`config.mk`:
```
export PLATFORM = sky130hd
export DESIGN_NAME = car_mode_ctrl
export DESIGN_NICKNAME = d
export VERILOG_FILES = /design/src/rtl/car_mode_ctrl.sv
export SDC_FILE = /design/constraint.sdc
export NUM_CORES = 1
export LEC_CHECK = 0
export CORE_MARGIN = 2
export CORE_UTILIZATION = 30
export DETAILED_ROUTE_END_ITERATION = 6
export HOLD_SLACK_MARGIN = 0.05
export PLACE_DENSITY_LB_ADDON = 0.12
export SLEW_MARGIN = 10
export SYNTH_ARGS = -nofsm -noshare
export SYNTH_HDL_FRONTEND = slang
export SYNTH_SLANG_ARGS = --single-unit
```
`constraint.sdc`:
```
create_clock -name clk -period 4.9 [get_ports clk]
set_input_delay 0.735 -clock clk [delete_from_list [all_inputs] [get_ports clk]]
set_output_delay 0.735 -clock clk [all_outputs]
set_load 0.1 [all_outputs]
```
`src/rtl/car_mode_ctrl.sv`:
```
// rtl/car_mode_ctrl.sv - line-following car mode sequencer with obstacle hysteresis and bounded line search
//
// Ports:
//   clk                              system clock
//   rst                              asynchronous active-high reset
//   left_track/mid_track/right_track raw track sensor pins, 1 = line seen (asynchronous)
//   distance[19:0]                   ultrasonic distance in cm (synchronous to clk)
//   mode[2:0]                        motor command: STOP=0 FWD=1 LEFT=2 RIGHT=3 BACK=4
//   state[2:0]                       FSM state: IDLE=0 FOLLOW=1 OBSTACLE=2 LOST=3 HALT=4
//   obstacle                         high while in OBSTACLE

module car_mode_ctrl #(
   parameter int unsigned START_CYC = 100_000_000,
   parameter int unsigned DEB_CYC   = 50_000,
   parameter int unsigned LOST_CYC  = 200_000_000,
   parameter int unsigned CLEAR_CYC = 25_000_000,
   parameter logic [19:0] STOP_CM   = 20'd15,
   parameter logic [19:0] GO_CM     = 20'd20
) (
   input  logic        clk,
   input  logic        rst,
   input  logic        left_track,
   input  logic        mid_track,
   input  logic        right_track,
   input  logic [19:0] distance,
   output logic [2:0]  mode,
   output logic [2:0]  state,
   output logic        obstacle
);

   localparam logic [2:0] MODE_STOP  = 3'd0;
   localparam logic [2:0] MODE_FWD   = 3'd1;
   localparam logic [2:0] MODE_LEFT  = 3'd2;
   localparam logic [2:0] MODE_RIGHT = 3'd3;
   localparam logic [2:0] MODE_BACK  = 3'd4;

   typedef enum logic [2:0] {
      S_IDLE     = 3'd0,
      S_FOLLOW   = 3'd1,
      S_OBSTACLE = 3'd2,
      S_LOST     = 3'd3,
      S_HALT     = 3'd4
   } state_t;

   // ---------------------------------------------------------------
   // Sensor synchronizer and debounce
   // ---------------------------------------------------------------
   logic [2:0]  sync1;
   logic [2:0]  pat;
   logic [2:0]  cand;
   logic [31:0] deb_cnt;
   logic [2:0]  trk;

   // deb_cnt counts the cycles pat has matched cand, including the cycle
   // in which the change was first seen, so acceptance lands exactly
   // DEB_CYC cycles after pat settles.
   always_ff @(posedge clk or posedge rst) begin
      if (rst) begin
         sync1   <= 3'b000;
         pat     <= 3'b000;
         cand    <= 3'b000;
         deb_cnt <= 32'd0;
         trk     <= 3'b000;
      end else begin
         sync1 <= {left_track, mid_track, right_track};
         pat   <= sync1;
         if (pat != cand) begin
            cand    <= pat;
            deb_cnt <= 32'd1;
         end else begin
            if (deb_cnt < DEB_CYC)
               deb_cnt <= deb_cnt + 32'd1;
            if (deb_cnt >= DEB_CYC - 32'd1)
               trk <= cand;
         end
      end
   end

   // ---------------------------------------------------------------
   // Follow map and search direction
   // ---------------------------------------------------------------
   logic [2:0] map_mode;
   logic [2:0] last_dir;
   logic [2:0] lost_mode;

   always_comb begin
      map_mode = MODE_STOP;
      case (trk)
         3'b010, 3'b111, 3'b101: map_mode = MODE_FWD;
         3'b100, 3'b110:         map_mode = MODE_LEFT;
         3'b001, 3'b011:         map_mode = MODE_RIGHT;
         default:                map_mode = MODE_STOP;
      endcase
   end

   // last_dir only ever holds FWD, LEFT or RIGHT; a straight-ahead loss
   // backs up instead of guessing a side.
   always_comb begin
      lost_mode = MODE_BACK;
      if (last_dir == MODE_LEFT || last_dir == MODE_RIGHT)
         lost_mode = last_dir;
   end

   // ---------------------------------------------------------------
   // Sequencing FSM
   // ---------------------------------------------------------------
   state_t      cur_st;
   state_t      nxt_st;
   logic [31:0] tmr;
   logic [31:0] tmr_nxt;
   logic [2:0]  mode_nxt;
   logic        too_near;
   logic        all_clear;

   assign too_near  = (distance < STOP_CM);
   assign all_clear = (distance >= GO_CM);

   // One timer serves the IDLE hold, the OBSTACLE clear window and the
   // LOST search; it is cleared on every state change so each phase
   // starts from zero. Every count stops at its terminal value because
   // reaching that value always leaves the state.
   always_comb begin
      nxt_st  = cur_st;
      tmr_nxt = tmr;
      case (cur_st)
         S_IDLE: begin
            if (tmr >= START_CYC - 32'd1) begin
               nxt_st  = S_FOLLOW;
               tmr_nxt = 32'd0;
            end else begin
               tmr_nxt = tmr + 32'd1;
            end
         end
         S_FOLLOW: begin
            tmr_nxt = 32'd0;
            if (too_near)
               nxt_st = S_OBSTACLE;
            else if (trk == 3'b000)
               nxt_st = S_LOST;
         end
         S_OBSTACLE: begin
            if (!all_clear) begin
               tmr_nxt = 32'd0;
            end else if (tmr >= CLEAR_CYC - 32'd1) begin
               nxt_st  = S_FOLLOW;
               tmr_nxt = 32'd0;
            end else begin
               tmr_nxt = tmr + 32'd1;
            end
         end
         S_LOST: begin
            // obstacle beats line-found beats timeout
            if (too_near) begin
               nxt_st  = S_OBSTACLE;
               tmr_nxt = 32'd0;
            end else if (trk != 3'b000) begin
               nxt_st  = S_FOLLOW;
               tmr_nxt = 32'd0;
            end else if (tmr >= LOST_CYC - 32'd1) begin
               nxt_st  = S_HALT;
               tmr_nxt = 32'd0;
            end else begin
               tmr_nxt = tmr + 32'd1;
            end
         end
         S_HALT: begin
            tmr_nxt = 32'd0;
         end
         default: begin
            nxt_st  = S_IDLE;
            tmr_nxt = 32'd0;
         end
      endcase
   end

   // mode is derived from the next state so mode and state always move
   // together on the same edge.
   always_comb begin
      mode_nxt = MODE_STOP;
      case (nxt_st)
         S_FOLLOW: mode_nxt = map_mode;
         S_LOST:   mode_nxt = lost_mode;
         default:  mode_nxt = MODE_STOP;
      endcase
   end

   always_ff @(posedge clk or posedge rst) begin
      if (rst) begin
         cur_st   <= S_IDLE;
         tmr      <= 32'd0;
         mode     <= MODE_STOP;
         obstacle <= 1'b0;
         last_dir <= MODE_FWD;
      end else begin
         cur_st   <= nxt_st;
         tmr      <= tmr_nxt;
         mode     <= mode_nxt;
         obstacle <= (nxt_st == S_OBSTACLE);
         if (cur_st == S_FOLLOW && trk != 3'b000)
            last_dir <= map_mode;
      end
   end

   assign state = cur_st;

endmodule
```
==> summary.md <==
| Metric | Value |
|---|---|
| Post-CTS setup buffer count | `0` |
| Overall global routing resource usage | `0.1218` |
| Power Total | `1.827 mW` |
| Clk Latency, worst-skew pair | `0.33 ns` |
| Boundary pin count | `32` |
| Floorplan Core Area | `0.01309 mm2` |
| Number of synthesized flops with an enable pin | `0` |
| Post-cts sizing count | `0` |
| CTS Root Buffer Type | `sky130_fd_sc_hd__clkbuf_16` |
| Placement Rows | `42` |
| Final nets | `441` |
| CTS clk-pin slew, worst paths | `0.06 ns` |
| Final Slew Violations | `0` |
| Fraction of registers with async set or reset after synthesis | `1.000` |
| Critical path required time | `5.12 ns` |
| Total standard cell area after synthesis | `0.003986 mm2` |
| Met3 capacity usage during global routing | `0.04358` |
| Pin count of the biggest net entering global routing | `60` |
| Outcome | `finished, final reports clean` |
| Layout Utilization | `0.3679` |
| Nature of the critical path endpoint | `flip-flop` |
| Skew final | `0.005112 ns` |
| Cell type with the largest total area after synthesis | `sky130_fd_sc_hd__dfrtp_1` |
| First-pass detailed-route iteration total | `4` |
| Path type of the worst setup path | `flip-flop to flip-flop` |
| Number of buffers inserted during clock tree synthesis | `9` |
| Maxcap violations | `0` |
| Number of global-route vias before repair | `2819` |
| Die height | `119.3 um` |
| Area of the die | `0.01423 mm2` |
| Post-DP HPWL | `5344 um` |
| Post-synthesis average cell area | `10.55 um2` |
| Crit path DAT | `3.26 ns` |
| Drt first-iter violations | `151` |
| Global route total overflow | `0` |
| First-pass GRT wire length | `13850 um` |
| Post-DR vias/cell | `4.718` |
| Final wirelength | `7725 um` |
| CTS max path bufs | `2` |
| Fraction of layout cells with a size suffix above 1 | `0.1026` |
| Synthesis-to-finish area growth | `20.75%` |
| Initial core utilization | `0.3046` |
| Worst path max stage delay | `0.72 ns` |
| Sequential cell area fraction in the yosys report | `0.5339` |
| ANT cells | `0` |
| Post-detailed-route count of antenna-violating nets | `0` |
| VDD IR max | `201.6 uV` |
| Critical Path, Cell by Cell | `ha_1 > and4_1 > a311oi_1 > o31ai_1 > nor4_4 > a211oi_2 > buf_4 > nor2_1` |
| CTS HTree Levels | `3` |
| Max Fclk | `328.5 MHz` |
| Setup repair after global routing missed its margin | `no` |
| Fill cell total of the finished layout | `1278` |
| Max_slew headroom | `0.3262` |
| Sum of buffers and inverters on the critical path | `1` |
| Dominant delay contributor by cell family on the critical path | `compound AO/OA/AOI/OAI gates` |
| Fraction of synthesized cell area taken by the top area cell type | `0.5273` |
| Cell area power density | `379.7 mW/mm2` |
| Clock tree from TritonCTS | `built` |
| CP Launch Type | `flip-flop` |
| IO buf count | `31` |
| Peak fanout along the critical path | `17` |
| Synth Warn # | `0` |
| Flip-flop cell with the highest count after synthesis | `sky130_fd_sc_hd__dfrtp_1` |
| Leakage power figure | `1.936 nW` |
| Chip width | `119.3 um` |
| Final cycle utilization of the critical path | `0.6213` |
| Shortest period the worst path allows | `3.045 ns` |
| Count of endpoints failing hold in the final timing report | `0` |
| Synth unique cells | `62` |
| RePlAce Congestion | `0.7536` |
| Residual DRC | `0` |
| Instance count of the mapped netlist | `378` |
| Most area-consuming cells after synthesis | `sky130_fd_sc_hd__dfrtp_1, sky130_fd_sc_hd__xnor2_1, sky130_fd_sc_hd__nor2_1` |
| Number of antenna violations at the first check in global routing | `0` |
| Classification of the worst-slack hold path | `flip-flop to flip-flop` |
| Global routing usage on met1 | `0.1587` |
| Detail-routed net length per standard cell | `12.98 um` |
| Final setup violation count | `0` |
| Crit path max-delay cell type | `sky130_fd_sc_hd__a211oi_2` |
| Slew at the pin with the worst max-slew slack | `1.009 ns` |
| Worst hold margin | `0.3470 ns` |
| Total of hold buffers inserted after clock tree synthesis | `0` |
| Via count | `2807` |
| GRT Max-Usage Layer | `met2` |
| Register bit total from synthesis | `85` |
| Met2 demand-to-capacity share in global routing | `0.1915` |
| Total Negative Setup Slacks | `0 ns` |
| Clock tree sinks | `85` |
-- logic make-up after synthesis --
family	count (synthesis)	share of synthesized area
adders and majority gates	2	0.006276
and+or+nand+nor	186	0.2536
AOI/OAI and AO/OA	37	0.08192
DFF	85	0.5339
xor gates and xnor gates	43	0.09448
buffers and inverters	21	0.02040
muxes	3	0.008474
other	1	0.0009407
-- final cells by class --
class	count	area, um2	area share
inverter	9	35.03	0.007278
multi-input combinational	275	1788	0.3715
tap	176	220.2	0.04575
clock inverter	6	70.07	0.01456
sequential	85	2128	0.4422
clock buffer	10	239.0	0.04965
timing repair buffer	34	332.8	0.06914
-- placed cells by master (no fill, tap or decap), types with 3 or more instances in the layout --
cell type,Yosys,routed
sky130_fd_sc_hd__a21oi_1,3,3
sky130_fd_sc_hd__and2_1,19,19
sky130_fd_sc_hd__and3_1,7,7
sky130_fd_sc_hd__buf_4,0,3
sky130_fd_sc_hd__clkbuf_16,0,9
sky130_fd_sc_hd__clkdlybuf4s50_1,0,31
sky130_fd_sc_hd__clkinv_4,0,3
sky130_fd_sc_hd__conb_1,1,4
sky130_fd_sc_hd__dfrtp_1,84,84
sky130_fd_sc_hd__inv_1,8,7
sky130_fd_sc_hd__mux2_2,3,3
sky130_fd_sc_hd__nand2_1,23,23
sky130_fd_sc_hd__nand3_1,26,26
sky130_fd_sc_hd__nand4_1,6,6
sky130_fd_sc_hd__nor2_1,52,52
sky130_fd_sc_hd__nor2b_1,3,3
sky130_fd_sc_hd__nor3_1,9,9
sky130_fd_sc_hd__nor4_1,15,15
sky130_fd_sc_hd__nor4b_1,4,4
sky130_fd_sc_hd__o21a_1,3,3
sky130_fd_sc_hd__o21ai_0,3,3
sky130_fd_sc_hd__or4_1,3,3
sky130_fd_sc_hd__xnor2_1,29,29
sky130_fd_sc_hd__xor2_1,14,14
-- cells in the mapped netlist (2+ instances only) --
cell	number
sky130_fd_sc_hd__nor3_1	9
sky130_fd_sc_hd__nor4b_1	4
sky130_fd_sc_hd__o21a_1	3
sky130_fd_sc_hd__and2_1	19
sky130_fd_sc_hd__a21o_2	2
sky130_fd_sc_hd__a2111oi_0	2
sky130_fd_sc_hd__a21oi_1	3
sky130_fd_sc_hd__a211o_1	2
sky130_fd_sc_hd__nand2_1	23
sky130_fd_sc_hd__and3_1	7
sky130_fd_sc_hd__nor2_1	52
sky130_fd_sc_hd__nand2b_1	2
sky130_fd_sc_hd__o21ai_0	3
sky130_fd_sc_hd__o211a_1	2
sky130_fd_sc_hd__inv_1	8
sky130_fd_sc_hd__nor2b_1	3
sky130_fd_sc_hd__or4_1	3
sky130_fd_sc_hd__dfrtp_1	84
sky130_fd_sc_hd__nand4b_1	2
sky130_fd_sc_hd__nand3_1	26
sky130_fd_sc_hd__a211oi_1	2
sky130_fd_sc_hd__a211oi_2	2
sky130_fd_sc_hd__buf_2	2
sky130_fd_sc_hd__xor2_1	14
sky130_fd_sc_hd__o31ai_1	2
sky130_fd_sc_hd__and4_1	2
sky130_fd_sc_hd__nor4_1	15
sky130_fd_sc_hd__mux2_2	3
sky130_fd_sc_hd__ha_1	2
sky130_fd_sc_hd__clkbuf_1	10
sky130_fd_sc_hd__nand4_1	6
sky130_fd_sc_hd__xnor2_1	29
-- worst register-to-register path, stage by stage, from the launching register on --
cell,delay [ns]
sky130_fd_sc_hd__dfrtp_1,0.39
sky130_fd_sc_hd__ha_1,0.25
sky130_fd_sc_hd__and4_1,0.32
sky130_fd_sc_hd__a311oi_1,0.15
sky130_fd_sc_hd__o31ai_1,0.51
sky130_fd_sc_hd__nor4_4,0.13
sky130_fd_sc_hd__a211oi_2,0.72
sky130_fd_sc_hd__buf_4,0.36
sky130_fd_sc_hd__nor2_1,0.09
-- per-layer routing --
| layer | wire, um | share of wire | up-vias |
|---|---|---|---|
| met5 | 0 | 0 | - |
| met4 | 74 | 0.0096 | 0 |
| met3 | 320 | 0.041 | 5 |
| met2 | 3492 | 0.45 | 48 |
| met1 | 3838 | 0.50 | 1352 |
| li1 | - | - | 1402 |
-- registers in the layout, indices dropped and copies added, names as in the netlist --
signal and count:
cand 3, deb_cnt 32, last_dir 2, mode 3
obstacle 1, pat 3, state 3, sync1 3
tmr 32, trk 3
-- worst paths after layout --
path                          start           to  slack [ns]  cells past startpoint
max                          tmr[0]      tmr[12]        1.86                      8
min                        sync1[2]       pat[2]        0.35                      0
max reg2reg                  tmr[0]      tmr[12]        1.86                      8
min reg2reg                sync1[2]       pat[2]        0.35                      0
max in group asynchronous       rst  last_dir[0]        3.01                      3
min in group asynchronous       rst       tmr[0]        0.93                      2
-- metrics by stage --
stage	std cells	cell area [um2]	setup slack, ns
finish	595	4813	1.855
CTS	595	4813	1.711
floorplan	381	3998	1.973
global placement	579	4504	1.765
detailed placement	579	4504	1.680
global route	595	4813	1.465
-- power breakdown --
part           internal [mW]  total (mW)  switching, mW
Combinational          0.123       0.379          0.256
Sequential             0.730       0.759         0.0290
Clock                  0.412       0.689          0.277
Power figures use the tool's default switching activity.
